[src/rtl/mem_req_ctrl.sv]
// rtl/mem_req_ctrl.sv - in-order data-bus request controller with issue credits and load extension
// Optional misaligned-address trap enabled by defining MEM_REQ_CTRL_ADDR_CHECK_EN.
module mem_req_ctrl #(
    parameter int DEPTH  = 4,
    parameter int PREG_W = 6
) (
    input  logic              clk,
    input  logic              resetn,
    input  logic              mem_issued,
    output logic              wait_mem,
    input  logic              flush,
    input  logic              in_valid,
    input  logic              in_wr,
    input  logic [1:0]        in_size,
    input  logic              in_unsigned,
    input  logic [31:0]       in_addr,
    input  logic [31:0]       in_wdata,
    input  logic [PREG_W-1:0] in_preg,
    output logic              data_req,
    output logic              data_wr,
    output logic [1:0]        data_size,
    output logic [31:0]       data_addr,
    output logic [31:0]       data_wdata,
    input  logic              data_addr_ok,
    input  logic              data_data_ok,
    input  logic [31:0]       data_rdata,
    output logic              cm_valid,
    output logic [PREG_W-1:0] cm_preg,
    output logic [31:0]       cm_data,
    output logic              cm_adel,
    output logic              cm_ades
);
    localparam int IDX_W = $clog2(DEPTH);
    localparam int PTR_W = IDX_W + 1;
    localparam logic [PTR_W-1:0] DEPTH_C = PTR_W'(DEPTH);
    localparam logic [PTR_W-1:0] ONE     = PTR_W'(1);

    logic              req_wr_q    [DEPTH];
    logic [1:0]        req_size_q  [DEPTH];
    logic              req_uns_q   [DEPTH];
    logic [31:0]       req_addr_q  [DEPTH];
    logic [31:0]       req_wdata_q [DEPTH];
    logic [PREG_W-1:0] req_preg_q  [DEPTH];
    logic [PTR_W-1:0]  req_wptr_q, req_wptr_d, req_rptr_q, req_rptr_d;
    logic              head_kill_q, head_kill_d;

    logic [PREG_W-1:0] pend_preg_q [DEPTH];
    logic              pend_wr_q   [DEPTH];
    logic [1:0]        pend_size_q [DEPTH];
    logic              pend_uns_q  [DEPTH];
    logic [1:0]        pend_off_q  [DEPTH];
    logic              pend_kill_q [DEPTH];
    logic [PTR_W-1:0]  pend_wptr_q, pend_wptr_d, pend_rptr_q, pend_rptr_d;

    logic [PTR_W-1:0]  reserved_q, reserved_d;
    logic              cm_valid_q, cm_valid_d, cm_adel_q, cm_adel_d, cm_ades_q, cm_ades_d;
    logic [PREG_W-1:0] cm_preg_q, cm_preg_d;
    logic [31:0]       cm_data_q, cm_data_d;

    logic [IDX_W-1:0]  rh, ph;
    logic [PTR_W-1:0]  req_cnt, pend_cnt, free_cnt;
    logic              req_empty, pend_empty, req_accept, pend_pop;
    logic              in_ok, in_misal, req_push, issue_ok, dok_cm;
    logic [31:0]       load_data, store_data;
    logic [7:0]        lane8;
    logic [15:0]       lane16;
    logic [PTR_W-1:0]  al_cnt;
    logic              al_empty, al_head_wr;
    logic [PREG_W-1:0] al_head_preg;

    assign rh         = req_rptr_q[IDX_W-1:0];
    assign ph         = pend_rptr_q[IDX_W-1:0];
    assign req_cnt    = req_wptr_q - req_rptr_q;
    assign pend_cnt   = pend_wptr_q - pend_rptr_q;
    assign req_empty  = (req_wptr_q == req_rptr_q);
    assign pend_empty = (pend_wptr_q == pend_rptr_q);
    assign free_cnt   = DEPTH_C - reserved_q - req_cnt - pend_cnt - al_cnt;
    assign wait_mem   = (free_cnt == '0);

    assign req_accept = !req_empty && data_addr_ok;
    assign pend_pop   = data_data_ok && !pend_empty;
    assign in_ok      = in_valid && !flush && (reserved_q != '0);
    assign req_push   = in_ok && !in_misal;
    assign issue_ok   = mem_issued && !flush && ((free_cnt != '0) || pend_pop);
    assign dok_cm     = pend_pop && !pend_kill_q[ph] && !flush;

`ifdef MEM_REQ_CTRL_ADDR_CHECK_EN
    // Trapped ops wait here only when a data_ok completion owns the cm slot.
    logic [PREG_W-1:0] al_preg_q [DEPTH];
    logic              al_wr_q   [DEPTH];
    logic [PTR_W-1:0]  al_wptr_q, al_rptr_q;
    logic              al_push, al_pop;

    assign al_cnt       = al_wptr_q - al_rptr_q;
    assign al_empty     = (al_cnt == '0);
    assign al_head_preg = al_preg_q[al_rptr_q[IDX_W-1:0]];
    assign al_head_wr   = al_wr_q[al_rptr_q[IDX_W-1:0]];
    assign in_misal     = in_ok && (((in_size == 2'd1) && in_addr[0]) ||
                                    (in_size[1] && (in_addr[1:0] != 2'b00)));
    assign al_pop       = !dok_cm && !flush && !al_empty;
    assign al_push      = in_misal && (dok_cm || !al_empty);

    always_ff @(posedge clk) begin
        if (!resetn) begin
            al_wptr_q <= '0;
            al_rptr_q <= '0;
        end else if (flush) begin
            al_rptr_q <= al_wptr_q;
        end else begin
            if (al_push) begin
                al_preg_q[al_wptr_q[IDX_W-1:0]] <= in_preg;
                al_wr_q[al_wptr_q[IDX_W-1:0]]   <= in_wr;
                al_wptr_q                       <= al_wptr_q + ONE;
            end
            if (al_pop) begin
                al_rptr_q <= al_rptr_q + ONE;
            end
        end
    end
`else
    assign al_cnt       = '0;
    assign al_empty     = 1'b1;
    assign al_head_preg = '0;
    assign al_head_wr   = 1'b0;
    assign in_misal     = 1'b0;
`endif

    always_comb begin
        case (req_size_q[rh])
            2'd0:    store_data = {4{req_wdata_q[rh][7:0]}};
            2'd1:    store_data = {2{req_wdata_q[rh][15:0]}};
            default: store_data = req_wdata_q[rh];
        endcase
    end

    assign data_req   = !req_empty;
    assign data_wr    = data_req ? req_wr_q[rh]   : 1'b0;
    assign data_size  = data_req ? req_size_q[rh] : 2'd0;
    assign data_addr  = data_req ? req_addr_q[rh] : 32'd0;
    assign data_wdata = data_req ? store_data     : 32'd0;

    always_comb begin
        lane8  = data_rdata[{pend_off_q[ph], 3'b000} +: 8];
        lane16 = data_rdata[{pend_off_q[ph][1], 4'b0000} +: 16];
        case (pend_size_q[ph])
            2'd0:    load_data = {{24{~pend_uns_q[ph] & lane8[7]}}, lane8};
            2'd1:    load_data = {{16{~pend_uns_q[ph] & lane16[15]}}, lane16};
            default: load_data = data_rdata;
        endcase
    end

    always_comb begin
        reserved_d  = flush ? '0 : reserved_q + PTR_W'(issue_ok) - PTR_W'(in_ok);
        req_rptr_d  = req_rptr_q + PTR_W'(req_accept);
        pend_wptr_d = pend_wptr_q + PTR_W'(req_accept);
        pend_rptr_d = pend_rptr_q + PTR_W'(pend_pop);
        // On flush only the head already presented on the bus survives.
        if (flush) begin
            req_wptr_d = req_empty ? req_wptr_q : req_rptr_q + ONE;
        end else begin
            req_wptr_d = req_wptr_q + PTR_W'(req_push);
        end
        if (req_accept) begin
            head_kill_d = 1'b0;
        end else if (flush && !req_empty) begin
            head_kill_d = 1'b1;
        end else begin
            head_kill_d = head_kill_q;
        end
    end

    always_comb begin
        cm_valid_d = 1'b0;
        cm_preg_d  = cm_preg_q;
        cm_data_d  = cm_data_q;
        cm_adel_d  = 1'b0;
        cm_ades_d  = 1'b0;
        if (dok_cm) begin
            cm_valid_d = 1'b1;
            cm_preg_d  = pend_preg_q[ph];
            cm_data_d  = pend_wr_q[ph] ? 32'd0 : load_data;
        end else if (!flush && !al_empty) begin
            cm_valid_d = 1'b1;
            cm_preg_d  = al_head_preg;
            cm_data_d  = 32'd0;
            cm_adel_d  = !al_head_wr;
            cm_ades_d  = al_head_wr;
        end else if (in_misal) begin
            cm_valid_d = 1'b1;
            cm_preg_d  = in_preg;
            cm_data_d  = 32'd0;
            cm_adel_d  = !in_wr;
            cm_ades_d  = in_wr;
        end
    end

    always_ff @(posedge clk) begin
        if (!resetn) begin
            reserved_q  <= '0;
            req_wptr_q  <= '0;
            req_rptr_q  <= '0;
            pend_wptr_q <= '0;
            pend_rptr_q <= '0;
            head_kill_q <= 1'b0;
            cm_valid_q  <= 1'b0;
            cm_preg_q   <= '0;
            cm_data_q   <= '0;
            cm_adel_q   <= 1'b0;
            cm_ades_q   <= 1'b0;
        end else begin
            reserved_q  <= reserved_d;
            req_wptr_q  <= req_wptr_d;
            req_rptr_q  <= req_rptr_d;
            pend_wptr_q <= pend_wptr_d;
            pend_rptr_q <= pend_rptr_d;
            head_kill_q <= head_kill_d;
            cm_valid_q  <= cm_valid_d;
            cm_preg_q   <= cm_preg_d;
            cm_data_q   <= cm_data_d;
            cm_adel_q   <= cm_adel_d;
            cm_ades_q   <= cm_ades_d;
        end
    end

    always_ff @(posedge clk) begin
        if (req_push) begin
            req_wr_q[req_wptr_q[IDX_W-1:0]]    <= in_wr;
            req_size_q[req_wptr_q[IDX_W-1:0]]  <= in_size;
            req_uns_q[req_wptr_q[IDX_W-1:0]]   <= in_unsigned;
            req_addr_q[req_wptr_q[IDX_W-1:0]]  <= in_addr;
            req_wdata_q[req_wptr_q[IDX_W-1:0]] <= in_wdata;
            req_preg_q[req_wptr_q[IDX_W-1:0]]  <= in_preg;
        end
        for (int i = 0; i < DEPTH; i++) begin
            if (flush) begin
                pend_kill_q[i] <= 1'b1;
            end
        end
        if (req_accept) begin
            pend_preg_q[pend_wptr_q[IDX_W-1:0]] <= req_preg_q[rh];
            pend_wr_q[pend_wptr_q[IDX_W-1:0]]   <= req_wr_q[rh];
            pend_size_q[pend_wptr_q[IDX_W-1:0]] <= req_size_q[rh];
            pend_uns_q[pend_wptr_q[IDX_W-1:0]]  <= req_uns_q[rh];
            pend_off_q[pend_wptr_q[IDX_W-1:0]]  <= req_addr_q[rh][1:0];
            pend_kill_q[pend_wptr_q[IDX_W-1:0]] <= head_kill_q | flush;
        end
    end

    assign cm_valid = cm_valid_q;
    assign cm_preg  = cm_preg_q;
    assign cm_data  = cm_data_q;
    assign cm_adel  = cm_adel_q;
    assign cm_ades  = cm_ades_q;

`ifndef SYNTHESIS
    a_in_no_credit: assert property (@(posedge clk) disable iff (!resetn)
        !(in_valid && !flush && (reserved_q == '0)));
    a_dok_empty: assert property (@(posedge clk) disable iff (!resetn)
        !(data_data_ok && pend_empty));
`endif
endmodule

[config.mk]
export PLATFORM = sky130hd
export DESIGN_NAME = mem_req_ctrl
export DESIGN_NICKNAME = d
export VERILOG_FILES = /design/src/rtl/mem_req_ctrl.sv
export SDC_FILE = /design/constraint.sdc
export NUM_CORES = 1
export LEC_CHECK = 0
export ABC_CLOCK_PERIOD_IN_PS = 8800
export CORE_ASPECT_RATIO = 1.1
export CORE_UTILIZATION = 40
export CTS_BUF_LIST = sky130_fd_sc_hd__clkbuf_4 sky130_fd_sc_hd__clkbuf_8 sky130_fd_sc_hd__clkbuf_16
export CTS_CLUSTER_SIZE = 14
export DETAILED_ROUTE_END_ITERATION = 8
export PLACE_DENSITY = 0.63
export SKIP_LAST_GASP = 1
export SYNTH_ARGS = -nofsm -noshare
export SYNTH_HDL_FRONTEND = slang
export SYNTH_SLANG_ARGS = --single-unit
[constraint.sdc]
create_clock -name clk -period 8.8 [get_ports clk]
set_clock_uncertainty 0.05 [all_clocks]
set_input_delay 1.76 -clock clk [delete_from_list [all_inputs] [get_ports clk]]
set_output_delay 1.76 -clock clk [all_outputs]
set_load 0.05 [all_outputs]
# Word-level counts from Yosys, hierarchy flattened
# Memory sizes are Yosys's and may differ from the RTL's. A register that Yosys moved wholly into a read port is not among the register bits.
# Cells that the tools add are included.
[word_totals] ff_bits=49 ram_bits=348 input_bits=113 out_inout_bits=110 n_memories=12
[mem_list] name="req_addr_q" depth=4 word_bits=32 read_ports=1 rd_ports_with_merged_regs=1 wr=1 line_no="41" text="logic [31:0] req_addr_q [DEPTH];"
[mem_list] name="req_wdata_q" depth=4 word_bits=32 read_ports=1 rd_ports_with_merged_regs=1 wr=1 line_no="42" text="logic [31:0] req_wdata_q [DEPTH];"
[mem_list] name="pend_preg_q" depth=4 word_bits=6 read_ports=1 rd_ports_with_merged_regs=1 wr=1 line_no="47" text="logic [PREG_W-1:0] pend_preg_q [DEPTH];"
[mem_list] name="req_preg_q" depth=4 word_bits=6 read_ports=1 rd_ports_with_merged_regs=1 wr=1 line_no="43" text="logic [PREG_W-1:0] req_preg_q [DEPTH];"
[mem_list] name="pend_off_q" depth=4 word_bits=2 read_ports=1 rd_ports_with_merged_regs=1 wr=1 line_no="51" text="logic [1:0] pend_off_q [DEPTH];"
[mem_list] name="pend_size_q" depth=4 word_bits=2 read_ports=1 rd_ports_with_merged_regs=1 wr=1 line_no="49" text="logic [1:0] pend_size_q [DEPTH];"
[mem_list] name="6 more memories"
[op_classes] addsub=12 n_eq_ne=5 n_shift=2 muxes=27 bitwise_logic=5 reduce_logical=22
[ops] operator="32-bit case mux with 2 select lines" count=2
[ops] operator="32-bit two-way mux" count=3
[ops] operator="32-bit by 6-bit indexed part select with 16-bit output" count=1
[ops] operator="32-bit by 6-bit indexed part select with 8-bit output" count=1
[ops] operator="2-bit two-way mux" count=12
[ops] operator="3-bit by 1-bit adder with 3-bit output" count=5
[ops] operator="3-bit subtractor" count=4
[ops] operator="1-bit logical AND" count=9
[ops] operator="1-bit two-way mux" count=8
[ops] operator="3-bit == test" count=2
[ops] operator="3-bit two-way mux" count=2
[ops] operator="3-bit nonzero test" count=2
[ops] operator="1-bit zero test" count=5
[ops] operator="2-bit by 1-bit == test with 1-bit output (second input constant)" count=2
[ops] operator="2-bit zero test" count=2
[ops] operator="2-bit OR reduction" count=2
[ops] operator="3-bit by 1-bit adder with 3-bit output (second input constant)" count=1
[ops] operator="3-bit zero test" count=1
[ops] operator="3-bit by 1-bit subtractor with 3-bit output" count=1
[ops] operator="3-bit subtractor (first input constant)" count=1
[ops] operator="1-bit bitwise AND" count=2
[ops] operator="2-bit != test (second input constant)" count=1
[ops] operator="1-bit inverter" count=2
[ops] operator="1-bit logical OR" count=1
[ops] operator="1-bit OR" count=1

# Longest topological paths before layout
# Gate-level depths: netlist (run 1).
[depth] ltp_word=8 mapped_depth=20 depth_no_buf=16

# Worst setup path after synthesis (run 1)
# OpenSTA, ideal clock, no wires.
[synth_timing] path_kind="input-to-reg" startpoint="in flush" endpoint="mem req_addr_q[0][0], enable pin" setup_ns=0.613 t_arrival_ns=7.781 required_time_ns=8.137 slack_ns=0.357 cell_stages=4 path_buffers=1 path_cell_list="clkbuf_1 inv_1 o311a_1 nor3b_1"
[synth_via] elab_chain_len=5
[synth_rtl] element="start, declared" line_no="11" text="input logic flush,"
[synth_rtl] element="1-bit zero test"
[synth_rtl] element="1-bit logical AND (2 in series)" line_no="82" text="assign in_ok = in_valid && !flush && (reserved_q != '0);"
[synth_rtl] element="1-bit two-way mux" line_no="226" text="if (req_push) begin"
[synth_rtl] element="1-bit two-way mux (not written as such)" line_no="230" text="req_addr_q[req_wptr_q[IDX_W-1:0]] <= in_addr;"
[synth_rtl] element="end, declared" line_no="41"
# Every way passes these cells.

# Final worst setup path (run 1)
[layout_timing] startpoint="reg req_rptr_q[1]" endpoint="out wait_mem"
[layout_via] elab_chain_len=4
[layout_rtl] element="start, declared" line_no="44" text="logic [PTR_W-1:0] req_wptr_q, req_wptr_d, req_rptr_q, req_rptr_d;"
[layout_rtl] element="start signal, assigned" line_no="213" text="req_rptr_q <= req_rptr_d;"
[layout_rtl] element="3-bit subtractor" line_no="73" text="assign req_cnt = req_wptr_q - req_rptr_q;"
[layout_rtl] element="3-bit subtractor (2 in series)" line_no="77" text="assign free_cnt = DEPTH_C - reserved_q - req_cnt - pend_cnt - al_cnt;"
[layout_rtl] element="3-bit zero test" line_no="78" text="assign wait_mem = (free_cnt == '0);"
[layout_rtl] element="end, declared" line_no="10" text="output logic wait_mem,"
# Every way passes these cells.

==> results of run 1 <==
[final cells by class]
type                    count  area (µm²)  area share (%)
multi-input cells         443        4428           21.80
repair buffers            233        2300           11.32
clock buffers              58        1195           5.882
flip-flops and latches    403       11520           56.70
clock inverters            19       160.2          0.7884
inverters                  19       71.32          0.3511
well taps                 513       641.9           3.160
[path summary, 6_finish.rpt]
kind,to,cells after the start
worst max-delay path,wait_mem,10
worst min-delay path,cm_data[2],2
worst max register to register,reserved_q[2],16
worst min register to register,cm_data[2],2
[critical path: stages, from the launching register on]
cell and delay, ps:
sky130_fd_sc_hd__dfxtp_4 730, sky130_fd_sc_hd__inv_1 150, sky130_fd_sc_hd__fa_1 530, sky130_fd_sc_hd__fa_1 540, sky130_fd_sc_hd__inv_1 50, sky130_fd_sc_hd__fa_1 370
sky130_fd_sc_hd__xor2_1 160, sky130_fd_sc_hd__xnor2_1 140, sky130_fd_sc_hd__xnor2_1 140, sky130_fd_sc_hd__nor3_1 140, sky130_fd_sc_hd__clkdlybuf4s50_1 870
[kinds of logic (layout without fill, tap and decap cells)]
| group | count (synthesis) | after routing | share of synthesized area [%] |
|---|---|---|---|
| muxes | 129 | 129 | 14.67 |
| buffers and inverters | 73 | 329 | 2.050 |
| AOI/OAI and AO/OA | 95 | 95 | 3.969 |
| adders and majority gates | 19 | 19 | 1.695 |
| and+or+nand+nor | 180 | 180 | 5.726 |
| xor gates and xnor gates | 18 | 18 | 0.9709 |
| other | 1 | 2 | 0.02310 |
| DFF | 403 | 403 | 70.89 |
[synthesized netlist by cell type, drive strengths merged]
library cell	count
edfxtp	344
mux4	87
dfxtp	59
and2	51
nor2	47
nand2	44
mux2i	40
a21oi	35
buf	28
clkbuf	26
inv	18
xnor2	17
a221o	16
o21ai	16
ha	14
or3	9
a211oi	8
a22oi	7
and3	7
nand2b	7
o211ai	6
fa	5
nor3	4
a311oi	2
and3b	2
mux2	2
nor4b	2
a31o	1
and4b	1
clkinv	1
conb	1
nand3	1
nand4	1
nand4b	1
nor2b	1
nor3b	1
o21ba	1
o221ai	1
o311a	1
o32a	1
or2	1
xor2	1
[layer usage]
layer | vias to the layer above | wire (µm) | track usage, %
met2 | 291 | 17500 | 29.32
met4 | 8 | 841 | 5.884
li1 | 4059 | - | -
met1 | 4432 | 14660 | 21.52
met3 | 64 | 2439 | 4.976
met5 | - | 52 | 0
[cell usage in the layout (no fill, tap or decap), types with 2 or more instances in the layout]
cell type                         netlist  routed
sky130_fd_sc_hd__clkinv_1               1      12
sky130_fd_sc_hd__and3_1                 7       6
sky130_fd_sc_hd__ha_1                  14      14
sky130_fd_sc_hd__o21ai_0               16      16
sky130_fd_sc_hd__a22oi_1                7       7
sky130_fd_sc_hd__inv_1                 18      18
sky130_fd_sc_hd__clkbuf_16              0      43
sky130_fd_sc_hd__conb_1                 1       2
sky130_fd_sc_hd__clkbuf_4               0      14
sky130_fd_sc_hd__edfxtp_1             344     344
sky130_fd_sc_hd__bufinv_16              0       3
sky130_fd_sc_hd__dfxtp_1               59      57
sky130_fd_sc_hd__xnor2_1               17      17
sky130_fd_sc_hd__o211ai_1               6       6
sky130_fd_sc_hd__a221o_1               16      16
sky130_fd_sc_hd__a21oi_1               35      34
sky130_fd_sc_hd__or3_1                  9       9
sky130_fd_sc_hd__clkinv_2               0       4
sky130_fd_sc_hd__and2_1                51      51
sky130_fd_sc_hd__mux4_2                87      87
sky130_fd_sc_hd__dfxtp_4                0       2
sky130_fd_sc_hd__buf_4                  6      13
sky130_fd_sc_hd__nand2b_1               7       7
sky130_fd_sc_hd__mux2i_1               40      40
sky130_fd_sc_hd__clkdlybuf4s50_1        0     220
sky130_fd_sc_hd__a211oi_1               8       8
sky130_fd_sc_hd__fa_1                   5       5
sky130_fd_sc_hd__nor2_1                47      46
sky130_fd_sc_hd__nor3_1                 3       3
sky130_fd_sc_hd__nand2_1               44      44
[registers in the layout, summed over array words and instances (netlist names), 6 cells and up]
name,cells
req_addr_q,128
req_wdata_q,128
cm_data,32
pend_preg_q,24
req_preg_q,24
pend_off_q,8
pend_size_q,8
req_size_q,8
cm_preg,6
[power by group through the flow]
stage	registers [µW]	logic [µW]	clock network [µW]
floorplan	2260	1840	0
global placement	2320	2600	0
detailed placement	2320	2600	0
CTS	2280	2610	1780
global route	2300	2730	1850
finish	2280	2570	1730
[stage by stage]
step / util (%) / worst slack [ps] / cell area (µm²)
2_1_floorplan: - / 356.6 / 16240
3_3_place_gp: 47.31 / 3152 / 18960
3_5_place_dp: 47.31 / 3110 / 18960
4_1_cts: 50.69 / 2518 / 20310
5_1_grt: 50.69 / 2364 / 20310
6_report: 50.69 / 2621 / 20310
==> implementation parameters, run 1 <==
Parameter                              Value

Timing
  RSZ-0062 raised after global routing    no
  Clock period minus final worst setup slack    roughly 6200 ps
  Peak clock frequency supported by timing    between 150 and 200 MHz
  Total negative slack for setup checks    0 ps
  Number of pins with negative max-slew slack in the final report    0
  Tightest Pin Transition    ~950 ps
  Setup Viol. Count Final    0
  Final Hold Slack    approximately 410 ps
  Max transition margin    a little over a third
  Period Utilization, post-route    70.21%
  Final hold violations    0

Floorplan
  Number of placement rows    77
  Full die area    ~0.041 mm²
  Initial cell density of the core    between 40% and 50%
  Die Ht    213.3 µm
  Placeable core region    between 0.04 and 0.05 mm²
  I/O pin total    around 220
  Die Width    between 150 and 200 µm

Power and ir drop
  Power per cell area    about 320 mW/mm²
  Share of total power in combinational logic    around 40%
  Leakage power of the design    roughly 0.0066 µW
  Switching part of the total    a little over a third
  Fraction of power consumed by sequential logic    34.6%
  Internal power of the cells    roughly 4200 µW
  Overall power    around 6600 µW
  Power dissipated by switching net loads    roughly 2400 µW
  Clk network pwr share    about a quarter
  Largest vdd supply drop    roughly 0.24 mV

Hold path
  Hold Crit Class    flip-flop to flip-flop
  Launch instance of the worst min-delay path    cm_data[2]

Final layout
  Post-layout nets    about 1300
  Number of non-filler instances in the completed layout    roughly 1700
  Area growth from synthesis to layout    25.11%
  Number of filler cells placed in the layout    between 3000 and 4000
  Proportion of layout cells with a drive suffix above 1    between 15 and 20%
  N_diodes    0

Synthesis
  Mapped cell area    around 0.016 mm²
  Netlist cell types    49
  Ys Warns    0
  Number of standard cells after synthesis    918
  Number of synthesized register bits    a little over 400
  Mapped Avg Cell Area    around 18 µm²
  Cell type contributing the most total cell area after synthesis    sky130_fd_sc_hd__edfxtp_1
  Main area contributors after synthesis    sky130_fd_sc_hd__edfxtp_1 (64%), sky130_fd_sc_hd__mux4_2 (12%), sky130_fd_sc_hd__dfxtp_1 (7.3%)
  Yosys top cell area share    between 60 and 70%
  Fraction of the yosys area taken by sequential cells    70.89%

Setup path
  Crit path arrival time    between 4000 and 5000 ps
  Kind of critical path    flip-flop to primary output
  Critical path peak fanout    39
  Setup slack on the worst flop-to-flop path    about 4300 ps
  Startpoint type of the worst setup path    flip-flop
  Launching point of the worst reg2reg path    req_rptr_q[1]
  Required time worst endpoint    ~7000 ps
  Crit path from    req_rptr_q[1]
  Capturing element type of the critical path    primary output

Detailed routing
  Routed WL    between 30 and 40 mm
  DRT iter0 DRCs    424
  Number of vias per cell    between 5 and 6
  First-pass iteration count of the detailed router    5
  Post-detailed-route count of antenna-violating nets    0
  DRC violation count after routing    0
  Total via count after detailed routing    8854
  Drt wl/cell    between 20 and 25 µm

Place
  Estimated wirelength of the detail-placed design    ~23 mm
  Placed cells    ~1600
  Buffers on Ports    220
  RD Place Congestion    about 0.83

Clocking
  Insertion delay of the later-clocked pin in the worst-skew pair    around 540 ps
  Master cell of the clock root buffer    sky130_fd_sc_hd__clkbuf_16
  Number of clock sinks    around 400
  Clock buffer count from CTS    between 40 and 50
  TritonCTS clock tree    yes
  Hold-fix buffer count after cts    0
  Register clock-pin slew on the reported worst setup and hold paths    60 ps
  H-Tree Level Count    2
  Buffers inserted during post-CTS setup optimization    0
  Maximum number of buffers from clock root to sink    3
  Gates resized, CTS repair    0

Job
  MaxCap Viol Count    0

Global route
  Wire length of the first global-routing pass    about 54 mm
  Remaining global-route overflow    0
  Initial antenna violation count    4
  Global-route total usage across every layer    17.36%
  Via count of the first global-routing pass    about 9000
  Pin count of the biggest net entering global routing    47

Status
  Result of the run    completed
No activity file was read; power rests on OpenSTA's default activity.
==> inputs of run 2 (changes only) <==
- ABC_CLOCK_PERIOD_IN_PS: 8800 -> 5890
- PLACE_DENSITY: 0.63 -> 0.6
- clock period: 8.8 -> 5.89 ns (I/O delays scaled with it)
==> implementation parameters, run 2 (synthesized netlist as in run 1, its figures left out) <==
Parameter                              Value

Detailed routing
  Routed WL    approximately 35 mm
  Total via count after detailed routing    8907
  Post-detailed-route count of antenna-violating nets    0
  DRC violation count after routing    0
  Drt wl/cell    21.05 µm
  DRT iter0 DRCs    roughly 540
  Number of vias per cell    about 5.3
  First-pass iteration count of the detailed router    5

Job
  MaxCap Viol Count    0

Setup path
  Logic depth of the worst register-to-register path    16
  Maximum cell stage delay along the critical path    approximately 860 ps
  Critical path buffers and inverters    3
  Kind of cell adding the most delay to the critical path    adder cells
  CP cell instances    inv_1, fa_1, fa_1, inv_1, fa_1, xor2_1, xnor2_1, xnor2_1, nor3_1, clkdlybuf4s50_1
  Critical Path Most Common Cell    sky130_fd_sc_hd__fa_1
  Cell with the biggest individual delay on the critical path    sky130_fd_sc_hd__clkdlybuf4s50_1
  Kind of critical path    flip-flop to primary output
  Critical path peak fanout    26
  Required time worst endpoint    approximately 4700 ps
  Cell count along the critical path    10
  Capturing element type of the critical path    primary output
  Startpoint type of the worst setup path    flip-flop
  Crit path arrival time    roughly 4200 ps

Floorplan
  Die Ht    213.3 µm
  Number of placement rows    77
  Full die area    between 0.04 and 0.05 mm²
  Initial cell density of the core    approximately two fifths
  I/O pin total    ~220
  Die Width    194.1 µm
  Placeable core region    ~0.040 mm²

Clocking
  Register clock-pin slew on the reported worst setup and hold paths    ~60 ps
  Clock buffer count from CTS    ~40
  H-Tree Level Count    2
  Number of clock sinks    403
  Insertion delay of the later-clocked pin in the worst-skew pair    530 ps
  TritonCTS clock tree    yes
  Hold-fix buffer count after cts    0
  Master cell of the clock root buffer    sky130_fd_sc_hd__clkbuf_16
  Buffers inserted during post-CTS setup optimization    0
  Gates resized, CTS repair    0
  Maximum number of buffers from clock root to sink    3

Place
  Estimated wirelength of the detail-placed design    around 22 mm
  RD Place Congestion    about 0.80
  Placed cells    1614
  Buffers on Ports    between 200 and 250

Timing
  RSZ-0062 raised after global routing    no
  Number of pins with negative max-slew slack in the final report    0
  Setup Viol. Count Final    0
  Period Utilization, post-route    between 90% and 100%
  Final hold violations    0
  Max transition margin    roughly 37%
  Total negative slack for setup checks    0 ps
  Clock period minus final worst setup slack    ~5400 ps
  Tightest Pin Transition    ~940 ps
  Peak clock frequency supported by timing    ~180 MHz

Final layout
  Commonest non-fill, non-tap cell in the layout    sky130_fd_sc_hd__edfxtp_1
  Area growth from synthesis to layout    24.99%
  Area taken by multi-input logic gates    0.004434 mm²
  Proportion of layout cells with a drive suffix above 1    between 10% and 20%
  Number of filler cells placed in the layout    about 3400
  Commonest cells after routing, fill and taps aside    sky130_fd_sc_hd__edfxtp_1 (344), sky130_fd_sc_hd__clkdlybuf4s50_1 (220), sky130_fd_sc_hd__mux4_2 (87), sky130_fd_sc_hd__dfxtp_1 (57), sky130_fd_sc_hd__and2_1 (51)
  N_diodes    0
  Post-layout nets    about 1300
  Register cell area after layout    about 0.012 mm²
  Number of non-filler instances in the completed layout    between 1500 and 2000

Power and ir drop
  Overall power    around 9700 µW
  Power per cell area    about 480 mW/mm²
  Leakage power of the design    roughly 0.0066 µW
  Largest vdd supply drop    ~0.34 mV

Global route
  Global-route total usage across every layer    roughly 17%
  Pin count of the biggest net entering global routing    75
  Initial antenna violation count    4
  Wire length of the first global-routing pass    53.94 mm
  Via count of the first global-routing pass    9029
  Remaining global-route overflow    0

Hold path
  Hold Crit Class    flip-flop to flip-flop
  Hold Path Stages    2

Status
  Result of the run    completed
==> run 2: path summary, 6_finish.rpt <==
path | startpoint | to | slack, ps
max | req_rptr_q[1] | wait_mem | 480
max reg2reg | req_rptr_q[1] | reserved_q[2] | 1520
min | cm_data[5] | cm_data[5] | 410
min reg2reg | cm_data[5] | cm_data[5] | 410
==> run 2: layout make-up <==
cell class	instances	share of cell area, %
multi-input cells	443	21.85
repair buffers	236	11.69
inverters	19	0.3514
flip-flops and latches	403	56.76
clock inverters	12	0.4562
clock buffers	57	5.734
well taps	513	3.163
==> run 2: routing by layer <==
| metal | wire length, µm | GRT usage (%) | up-vias |
|---|---|---|---|
| met5 | 57 | 0 | - |
| met4 | 559 | 4.132 | 8 |
| met3 | 2541 | 5.260 | 44 |
| met2 | 17520 | 29.15 | 250 |
| met1 | 14750 | 21.57 | 4544 |
| li1 | - | - | 4061 |
==> run 2: where the power goes <==
part	total, µW	leakage (µW)	switching, µW	internal (µW)
sequential	3330	0.00357	79.1	3260
combinational	3920	0.00241	2470	1450
clock	2440	0.000631	1020	1420
total	9700	0.00661	3570	6130
==> run 2: worst reg2reg max path, delay by kind of cell (launching register included) <==
family	cells	cell delay (ps)
simple gates	1	60
compound gates	1	150
xor+xnor	5	810
flops	1	610
buf+inv	3	210
fa+ha+maj	6	2360
==> run 2: per-stage QoR <==
stage / setup WS, ps / instance area, µm² / hold WS, ps / utilization, %
after floorplan: 186.1 / 16250 / 386.4 / -
after global placement: 1029 / 19040 / 386.9 / 47.50
after detailed placement: 976.2 / 19040 / 395.0 / 47.50
after CTS: 406.7 / 20290 / 409.0 / 50.64
after global routing: 249.8 / 20290 / 437.6 / 50.64
final: 477.4 / 20290 / 405.9 / 50.64
